File: config.mk
export PLATFORM = sky130hd
export DESIGN_NAME = io_mux_arbiter
export DESIGN_NICKNAME = d
export VERILOG_FILES = /design/src/rtl/io_mux_arbiter.sv
export SDC_FILE = /design/constraint.sdc
export NUM_CORES = 1
export LEC_CHECK = 0
export ABC_AREA = 0
export CORE_AREA = 2 2 44 46
export DETAILED_ROUTE_END_ITERATION = 16
export DIE_AREA = 0 0 46 48
export DONT_BUFFER_PORTS = 1
export GPL_ROUTABILITY_DRIVEN = 0
export PLACE_DENSITY = 0.78
export SYNTH_ARGS = -nofsm -noshare
export SYNTH_HDL_FRONTEND = slang
export SYNTH_SLANG_ARGS = --single-unit
File: constraint.sdc
create_clock -name clk -period 1.9 [get_ports clk]
set_input_delay 0.38 -clock clk [delete_from_list [all_inputs] [get_ports clk]]
set_output_delay 0.38 -clock clk [all_outputs]
set_load 0.005 [all_outputs]
File: src/rtl/io_mux_arbiter.sv
// io_mux_arbiter: round-robin owner arbitration for one shared io_mux pin.
// While no requester owns the pin, func_select presents a receive function.
// While requester k owns it, func_select = RXCOUNT+k. Every release is followed
// by GUARD turnaround cycles in DEFAULT_RX, so two drivers never swap directly.
//
// Ports:
//   clk          system clock, rising edge
//   rst_n        asynchronous active-low reset
//   req          per-requester level-sensitive transmit requests
//   rx_sel       receive function shown while idle (clamped to DEFAULT_RX)
//   grant        one-hot owner, or zero
//   func_select  io_mux function select
//   busy         high while granted or in turnaround
//
// Optional feature macro: IO_MUX_ARBITER_TIMEOUT_EN
//   When defined, an owner that has held for MAXHOLD cycles loses the pin
//   as soon as another requester is waiting.
module io_mux_arbiter #(
   parameter int unsigned RXCOUNT    = 2,
   parameter int unsigned TXCOUNT    = 3,
   parameter int unsigned GUARD      = 4,
   parameter int unsigned DEFAULT_RX = 0,
   parameter int unsigned MAXHOLD    = 16,
   localparam int unsigned FWIDTH    = $clog2(RXCOUNT + TXCOUNT + 1)
) (
   input  logic               clk,
   input  logic               rst_n,
   input  logic [TXCOUNT-1:0] req,
   input  logic [FWIDTH-1:0]  rx_sel,
   output logic [TXCOUNT-1:0] grant,
   output logic [FWIDTH-1:0]  func_select,
   output logic               busy
);

   localparam int unsigned LW = (TXCOUNT > 1) ? $clog2(TXCOUNT) : 1;
   localparam int unsigned CW = (GUARD > 1) ? $clog2(GUARD) : 1;

   // Elaboration-time parameter sanity check
   if (TXCOUNT == 0 || RXCOUNT == 0 || MAXHOLD == 0 || DEFAULT_RX >= RXCOUNT) begin : g_param_check
      $error("io_mux_arbiter: illegal parameter set");
   end

   typedef enum logic [1:0] {
      S_IDLE  = 2'd0,
      S_GRANT = 2'd1,
      S_TURN  = 2'd2
   } state_e;

   state_e             state_q, state_d;
   logic [TXCOUNT-1:0] grant_q, grant_d;
   logic [FWIDTH-1:0]  func_q, func_d;
   logic               busy_q, busy_d;
   logic [LW-1:0]      last_q, last_d;
   logic [CW-1:0]      cnt_q, cnt_d;

`ifdef IO_MUX_ARBITER_TIMEOUT_EN
   localparam int unsigned HW = $clog2(MAXHOLD + 1);
   logic [HW-1:0] hold_q, hold_d;
`endif

   // Round-robin winner: first set req bit scanning last+1, last+2, ...
   logic          win_found;
   logic [LW-1:0] win_idx;
   int unsigned   idx;

   always_comb begin
      win_found = 1'b0;
      win_idx   = '0;
      idx       = 0;
      for (int unsigned i = 1; i <= TXCOUNT; i++) begin
         idx = (32'(last_q) + i) % TXCOUNT;
         if (!win_found && req[LW'(idx)]) begin
            win_found = 1'b1;
            win_idx   = LW'(idx);
         end
      end
   end

   // Next-state and registered-output logic
   logic release_c;

   always_comb begin
      state_d   = state_q;
      grant_d   = grant_q;
      func_d    = func_q;
      busy_d    = busy_q;
      last_d    = last_q;
      cnt_d     = cnt_q;
      release_c = 1'b0;
`ifdef IO_MUX_ARBITER_TIMEOUT_EN
      hold_d    = hold_q;
`endif
      case (state_q)
         S_IDLE: begin
            if (win_found) begin
               state_d = S_GRANT;
               grant_d = TXCOUNT'(1) << win_idx;
               func_d  = FWIDTH'(RXCOUNT) + FWIDTH'(win_idx);
               last_d  = win_idx;
               busy_d  = 1'b1;
`ifdef IO_MUX_ARBITER_TIMEOUT_EN
               hold_d  = '0;
`endif
            end else begin
               grant_d = '0;
               busy_d  = 1'b0;
               func_d  = (rx_sel < FWIDTH'(RXCOUNT)) ? rx_sel : FWIDTH'(DEFAULT_RX);
            end
         end
         S_GRANT: begin
            release_c = !req[last_q];
`ifdef IO_MUX_ARBITER_TIMEOUT_EN
            // Forced release only when someone else is waiting; otherwise saturate
            if (hold_q == HW'(MAXHOLD - 1)) begin
               if ((req & ~grant_q) != '0) release_c = 1'b1;
            end else begin
               hold_d = hold_q + HW'(1);
            end
`endif
            if (release_c) begin
               grant_d = '0;
               func_d  = FWIDTH'(DEFAULT_RX);
               if (GUARD > 0) begin
                  cnt_d   = CW'(GUARD - 1);
                  state_d = S_TURN;
                  busy_d  = 1'b1;
               end else begin
                  state_d = S_IDLE;
                  busy_d  = 1'b0;
               end
            end
         end
         S_TURN: begin
            grant_d = '0;
            func_d  = FWIDTH'(DEFAULT_RX);
            busy_d  = 1'b1;
            if (cnt_q == '0) begin
               state_d = S_IDLE;
               busy_d  = 1'b0;
            end else begin
               cnt_d = cnt_q - CW'(1);
            end
         end
         default: begin
            state_d = S_IDLE;
            grant_d = '0;
            func_d  = FWIDTH'(DEFAULT_RX);
            busy_d  = 1'b0;
         end
      endcase
   end

   // State and output registers
   always_ff @(posedge clk or negedge rst_n) begin
      if (!rst_n) begin
         state_q <= S_IDLE;
         grant_q <= '0;
         func_q  <= FWIDTH'(DEFAULT_RX);
         busy_q  <= 1'b0;
         last_q  <= LW'(TXCOUNT - 1);
         cnt_q   <= '0;
`ifdef IO_MUX_ARBITER_TIMEOUT_EN
         hold_q  <= '0;
`endif
      end else begin
         state_q <= state_d;
         grant_q <= grant_d;
         func_q  <= func_d;
         busy_q  <= busy_d;
         last_q  <= last_d;
         cnt_q   <= cnt_d;
`ifdef IO_MUX_ARBITER_TIMEOUT_EN
         hold_q  <= hold_d;
`endif
      end
   end

   assign grant       = grant_q;
   assign func_select = func_q;
   assign busy        = busy_q;

endmodule
# Word-level counts from Yosys, hierarchy flattened
# Index checks and enable logic that the tools add are counted.
[classes]
n_lt_le_gt_ge = 5
n_eq_ne = 6
mux = 31
n_reduce_logical = 10
div = 3
shift = 1
addsub = 5
[op_table]
columns = ["cell", "count"]
rows = [
  ["remainder unit 32 x 2 -> 32 bit, second input constant", 3],
  ["two-way mux 2 bit", 8],
  ["less-than comparator 2 x 3 -> 1 bit, second input constant", 4],
  ["two-way mux 3 bit", 4],
  ["case mux 3 bit (2 select lines)", 2],
  ["two-way mux 1 bit", 10],
  ["binary-select mux 1 bit (select 2 bit)", 4],
  ["inequality test 2 bit, second input constant", 4],
  ["adder 2 x 2 -> 3 bit, second input constant", 2],
  ["case mux 2 bit (3 select lines)", 1],
  ["AND reduction 3 bit", 2],
  ["zero test 2 bit", 2],
  ["case mux 2 bit (2 select lines)", 1],
  ["adder 2 x 1 -> 3 bit, second input constant", 1],
  ["adder 2 x 2 -> 3 bit, first input constant", 1],
  ["less-than comparator 3 x 2 -> 1 bit, second input constant", 1],
  ["case mux 1 bit (3 select lines)", 1],
  ["<< shifter 1 x 2 -> 3 bit, first input constant", 1],
  ["equality test 2 x 1 -> 1 bit, second input constant", 1],
  ["equality test 2 bit, second input constant", 1],
  ["logical AND 1 bit", 2],
  ["zero test 1 bit", 2],
  ["AND reduction 2 bit", 1],
  ["nonzero test 2 bit", 1],
  ["subtractor 2 x 1 -> 2 bit, second input constant", 1],
]
[totals]
input_bits = 8
out_inout_bits = 7
elab_cells = 67
reg_bits = 13

# Depth between registers and ports, before layout
# Gate-level depths: netlist of run 1.
[logic_depth]
word_depth = 14
mapped_depth = 8

# Least setup slack after synthesis of run 1
# Ideal clock, no wire load.
[synth_timing]
path_kind = "register to register"
startpoint = "register last_q[1]"
endpoint = "register grant_q[0] (netlist: grant[0])"
setup_slack_ns = -0.169
path_buffers = 1
path_stages_with_launch = 8
period_less_slack_ns = 2.069
required_time_ns = 1.778
t_arrival_ns = 1.948
cell_sequence = "dfstp_2 ha_1 buf_2 nand3b_1 o21ai_1 or3_1 a21o_1 a32o_1"
[synth_via]
elab_chain_len = 14
[synth_rtl]
columns = ["element", "line_no", "source"]
rows = [
  ["start: declaration", "53", "logic [LW-1:0] last_q, last_d;"],
  ["start signal: assignment", "160", "last_q <= LW'(TXCOUNT - 1);"],
  ["start signal: assignment", "170", "last_q <= last_d;"],
  ["adder 2 x 1 -> 3 bit", "71", "idx = (32'(last_q) + i) % TXCOUNT;"],
  ["remainder unit 32 x 2 -> 32 bit", "71", ""],
  ["binary-select mux 1 bit (select 2 bit)", "72", "if (!win_found && req[LW'(idx)]) begin"],
  ["two-way mux 1 bit (implied by the code)", "72", ""],
  ["two-way mux 1 bit", "72", ""],
  ["zero test 1 bit", "72", ""],
  ["logical AND 1 bit", "72", ""],
  ["two-way mux 1 bit", "72", ""],
  ["zero test 1 bit", "72", ""],
  ["logical AND 1 bit", "72", ""],
  ["two-way mux 2 bit", "72", ""],
  ["<< shifter 1 x 2 -> 3 bit", "97", "grant_d = TXCOUNT'(1) << win_idx;"],
  ["two-way mux 3 bit", "95", "if (win_found) begin"],
  ["case mux 3 bit (2 select lines)", "93", "case (state_q)"],
  ["end signal: assignment", "167", "grant_q <= grant_d;"],
  ["end: declaration", "50", "logic [TXCOUNT-1:0] grant_q, grant_d;"],
]
# Parallel ways exist; a longest one is shown, timed or not. The select of a mux whose other input is x is not followed.
# A chain may end at the register's enable or synchronous reset.

# Worst setup path after layout of run 1
# Same ends and word-level chain as after synthesis.

==> results of run 1 <==
synth_stat cells:
library cell	instances
nor3b_1	2
a22o_1	1
nor2b_1	1
nor2_1	12
nand3b_1	2
a41oi_1	1
clkbuf_1	2
o41a_1	1
nand3_1	1
or4_1	1
nand2_1	7
nor4bb_1	1
nand2b_1	2
o22a_1	1
buf_6	1
mux2i_1	4
o21bai_1	2
a21oi_1	2
or3_1	1
o22ai_1	2
mux2i_4	1
a211oi_1	1
o211ai_1	1
o31ai_1	1
a31oi_1	2
ha_1	5
or2_1	1
dfrtp_1	12
a311oi_1	1
inv_1	8
o2111ai_1	1
o21ai_1	2
dfstp_2	1
a32o_1	1
o221ai_1	2
clkinv_1	1
o21ai_0	1
nor3_1	2
buf_2	1
a21boi_1	1
o21ai_2	1
a21o_1	5
stage by stage:
step,total power [mW],hold WS [ns],std cells
after floorplan,1.48,0.0844,99
after global placement,1.92,0.0847,130
after detailed placement,1.98,0.0847,130
after CTS,2.30,0.377,135
after global routing,2.61,0.394,136
final,2.42,0.375,136
critical path, stage by stage, from the launching register on:
cell and delay (ns):
dfstp_2 0.58, ha_2 0.21, nand3b_1 0.16, o21ai_2 0.10, or3_4 0.38, a21o_1 0.20
a32o_1 0.22
flip-flops by register name, indices dropped and copies added (netlist names):
name / cells
func_select: 3
grant: 3
cnt_q: 2
last_q: 2
state_q: 2
busy: 1
metal layers:
metal / share of wire [%] / GRT usage [%] / up-vias
li1: - / - / 403
met1: 43 / 29.3 / 402
met2: 51 / 41.9 / 22
met3: 5.0 / 8.68 / 7
met4: 1.6 / 8.57 / 0
met5: 0 / 0 / -
repair_timing:
action	4_1_cts	5_1_grt
hold endpoints to repair	13	0
pin swaps	8	6
cloned	0	0
hold buffers	1	0
gates resized for setup	13	6
endpoints found under the setup margin	10	10
buffers inserted	0	1
area by class of cell:
| type | count | area [µm²] | share of cell area, % |
|---|---|---|---|
| clock buffer | 4 | 26.3 | 2.23 |
| multi-input combinational | 73 | 613 | 52.0 |
| inverter | 9 | 33.8 | 2.87 |
| tap | 17 | 21.3 | 1.80 |
| timing repair buffer | 20 | 156 | 13.3 |
| sequential | 13 | 328 | 27.8 |
cells by family (layout without fill, tap and decap cells):
kind of cell / count (synthesis) / in the layout / share of synthesized area (%)
simple gates: 33 / 33 / 18.4
compound gates: 30 / 30 / 24.9
flops: 13 / 13 / 36.4
fa+ha+maj: 5 / 5 / 6.96
mux: 5 / 5 / 6.96
buf+inv: 13 / 33 / 6.41
power by group through the flow:
stage          clock network [mW]  logic (mW)  registers [mW]
2_1_floorplan                   0       0.986           0.494
3_3_place_gp                    0        1.37           0.548
3_5_place_dp                    0        1.43           0.556
4_1_cts                     0.181        1.56           0.564
5_1_grt                     0.199        1.83           0.582
6_report                    0.175        1.68           0.563
path summary, 6_finish.rpt:
path                                            start                    endpoint  slack (ns)  cells after the start
max                             last_q[1]$_DFFE_PN1P_        grant[0]$_DFFE_PN0P_       -0.06                      6
min                                         rx_sel[0]  func_select[0]$_DFFE_PN0P_        0.38                      3
max reg2reg                     last_q[1]$_DFFE_PN1P_        grant[0]$_DFFE_PN0P_       -0.06                      6
min reg2reg                func_select[2]$_DFFE_PN0P_  func_select[2]$_DFFE_PN0P_        0.52                      1
max in group asynchronous                       rst_n       last_q[0]$_DFFE_PN0P_        0.94                      1
min in group asynchronous                       rst_n        grant[1]$_DFFE_PN0P_        0.53                      1
==> qor.yml, run 1 <==
clock_tree:
  cts-root-buf: "clkbuf_4"
  h-tree-depth: 1
  clock_latency_ns: 0.29
  tritoncts: "done"
  clock_sinks: 13
  clk_transition_reported_paths_ns: 0.08
  clk_path_buf_depth: 2
  cts_made_buffers: 3
logic_synthesis:
  synth-seq-cells: 13
  netlist_instances: 99
  ys_top_cells_by_area: "dfrtp_1 33%, ha_1 7.0%, nor2_1 5.0%, mux2i_1 4.5%, a21o_1 4.2%"
  yosys_warnings: 0
  synth_area_um2: 898
  netlist.top_cell.by_area: "dfrtp_1"
  synth_top_cell_area_share_pct: 33.4
  synth_seq_area_share_pct: 36.4
  ys_types: 42
  syn_nets: 112
  avgSynthCellArea_um2: 9.07
detailed_routing:
  wire_per_inst_um: 17.4
  ant_nets: 0
  via_per_inst: 6.13
  vias: 834
  dr.pass1.iters: 4
  first_iter_violations: 13
  drc_errors: 0
  drt-total-wl_mm: 2.36
critical_path:
  endpoint_kind: "flip-flop"
  arrival_ns: 2.13
  crit_type: "reg2reg"
  crit_fanout: 4
  cp.required_ns: 2.07
  crit_path_start_kind: "flip-flop"
sta:
  rsz0062_at_grt: "yes"
  finalCritPeriodShare_pct: 103
  tightest_slew_ns: 0.591
  fmax_mhz: 511
  slew_violations: 0
  skew_ns: 0.00850
  period_minus_slack_ns: 1.96
  fin_ws_ns: -0.0571
  hold_viol: 0
  setup-tns-final_ns: -0.230
  setup-violations-final: 6
  slew_headroom_pct: 60.4
power_and_ir_drop:
  power.switching_mw: 1.05
  seqPwrFrac_pct: 23.2
  p_per_area_nw_per_um2: 2050
  p_leak_nw: 0.533
  switching_share_pct: 43.5
  internal_power_mw: 1.37
  p_clk_share_pct: 7.2
  p_comb_share_pct: 69.5
  ir_drop_mv: 1.21
floorplanning:
  start_util_pct: 53.2
  dieArea_um2: 2210
  rows: 15
  die_h_um: 48
  io_pins: 15
  die_w_um: 46
  core_um2: 1690
layout:
  final_cell_mix: "18 x buf_4, 11 x dfrtp_1, 10 x nor2_1"
  syn2layout_area_growth_pct: 31.2
  fin_nets: 133
  nFillCells: 133
  final_common_cell: "buf_4"
  post-route-util_pct: 69.8
  diodes: 0
  drive_gt1_share_pct: 36.1
  design_area_um2: 1180
global_route:
  grt_overflow: 0
  grt_use_total_pct: 24.8
  grt_antenna_before_repair: 0
  grt_max_degree: 14
  grt_pass1_wl_mm: 3.80
  first_global_vias: 842
placed_design:
  place_area_um2: 1050
  io_buffer_count: 0
  dp_slack_ns: -0.130
  dp_hpwl_mm: 1.63
run_status:
  violations: "negative setup slack"
  status: "complete, but fails checks"
job:
  cap_violations: 0
hold_path:
  hp-class: "in2reg"
Note: power is estimated with default switching activity, not from simulation.
==> inputs of run 2 (changes only) <==
--- a/constraint.sdc
+++ b/constraint.sdc
@@ -3,2 +3,2 @@
 set_output_delay 0.38 -clock clk [all_outputs]
-set_load 0.005 [all_outputs]
+set_load 0.1 [all_outputs]
==> run 2 against run 1 <==
Net effect: via count up 7.9%; clock-buffer cell count unchanged; non-clock buffer count up 11; register-to-register slack worse by 0.08 ns; cell area up 7.2%; die area unchanged; critical endpoint unchanged; the run still ends with negative setup slack left; sequential share of layout area down 2.0 points; highest routed layer unchanged.
==> qor.yml, run 2 (synthesis results as in run 1) <==
critical_path:
  reg2reg_slack_ns: -0.14
  crit_family: "flip-flops"
  endpoint_kind: "flip-flop"
  slowest_delay_ns: 0.60
  cp_slowest_cell: "dfstp_2"
  crit_fanout: 4
  path_cells: "ha_4 -> mux2i_1 -> o21ai_2 -> or3_4 -> a21o_1 -> a32o_1"
  arrival_ns: 2.22
  cp.required_ns: 2.08
  path_buf_inv: 0
  crit_path_start_kind: "flip-flop"
  crit_type: "reg2reg"
sta:
  rsz0062_at_grt: "yes"
  skew_ns: 0.0105
  tightest_slew_ns: 0.898
  finalCritPeriodShare_pct: 107
  period_minus_slack_ns: 2.04
  setup-violations-final: 9
  hold_viol: 0
  slew_violations: 0
  slew_headroom_pct: 40.1
  fmax_mhz: 491
  fin_ws_ns: -0.135
detailed_routing:
  first_iter_violations: 16
  drc_errors: 0
  via_per_inst: 6.12
  vias: 900
  ant_nets: 0
  wire_per_inst_um: 17.1
  drt-total-wl_mm: 2.51
  dr.pass1.iters: 4
placed_design:
  io_buffer_count: 0
  place_area_um2: 1110
  dp_slack_ns: -0.174
  placedCellCount: 138
  dp_hpwl_mm: 1.67
layout:
  design_area_um2: 1260
  fin_nets: 144
  final_cells: 147
  final_cell_mix: "29 x buf_4, 12 x dfrtp_1, 10 x nor2_1"
  diodes: 0
  final_common_cell: "buf_4"
  post-route-util_pct: 74.8
  syn2layout_area_growth_pct: 40.7
  drive_gt1_share_pct: 42.3
hold_path:
  hp-class: "in2reg"
job:
  cap_violations: 0
floorplanning:
  die_h_um: 48
  start_util_pct: 53.2
  rows: 15
  die_w_um: 46
  dieArea_um2: 2210
  core_um2: 1690
  io_pins: 15
global_route:
  grt_overflow: 0
  first_global_vias: 892
  grt_antenna_before_repair: 0
  grt_max_degree: 14
  grt_pass1_wl_mm: 3.88
  grt_use_total_pct: 25.3
clock_tree:
  clk_transition_reported_paths_ns: 0.09
  cts-root-buf: "clkbuf_4"
  tritoncts: "done"
  clock_sinks: 13
  clk_path_buf_depth: 2
  cts_made_buffers: 3
  h-tree-depth: 1
  clock_latency_ns: 0.30
run_status:
  status: "complete, but fails checks"
  violations: "negative setup slack"
-- run 2: cell count changes in the layout (fill, tap and decap cells not counted), sizes merged --
cell,previous run,this run
buf,19,30
-- run 2: final timing paths --
kind,startpoint,to,cells after the start
worst max-delay path,last_q[1]$_DFFE_PN1P_,grant[0]$_DFFE_PN0P_,6
worst min-delay path,rx_sel[0],func_select[0]$_DFFE_PN0P_,3
worst max register to register,last_q[1]$_DFFE_PN1P_,grant[0]$_DFFE_PN0P_,6
worst min register to register,cnt_q[1]$_DFFE_PN0P_,cnt_q[1]$_DFFE_PN0P_,2
max in group asynchronous,rst_n,grant[0]$_DFFE_PN0P_,1
min in group asynchronous,rst_n,state_q[1]$_DFFE_PN0P_,1
-- run 2: repair_timing --
| action | 4_1_cts | 5_1_grt |
|---|---|---|
| hold buffers | 1 | 0 |
| gates resized for setup | 11 | 8 |
| setup endpoints to repair | 10 | 10 |
| setup buffers | 1 | 3 |
| pin swaps | 7 | 6 |
| endpoints found under the hold margin | 13 | 0 |
-- run 2: per-stage QoR --
stage,hold WS [ns],setup TNS (ns)
final,0.363,-0.640
after global routing,0.409,-1.40
after CTS,0.360,-0.290
after detailed placement,0.0847,-0.857
after global placement,0.0847,-0.495
after floorplan,0.0844,-0.461
-- run 2: cell type report --
class,count,area (µm²)
Clock buffer,4,26.3
Fill cell,120,425
Inverter,9,33.8
Multi-Input combinational cell,73,617
Sequential cell,13,327
Tap cell,17,21.3
Timing Repair Buffer,31,239
-- run 2: tightest hold or removal path: stages --
cell	delay, ns
o2111ai_1	0.07
o22a_1	0.13
nand2_1	0.05
-- run 2: layer usage --
layer	part of all wire, %	routed length [µm]	GRT usage [%]	vias to the layer above
met1	41	1030	28.4	445
met5	0	0	0	-
met3	2.9	73	4.15	7
li1	-	-	-	428
met4	2.7	69	14.9	0
met2	53	1340	45.0	20
Power of run 2 is not shown: default switching activity piles up to over one toggle a cycle in this logic, so the estimate is an artifact.
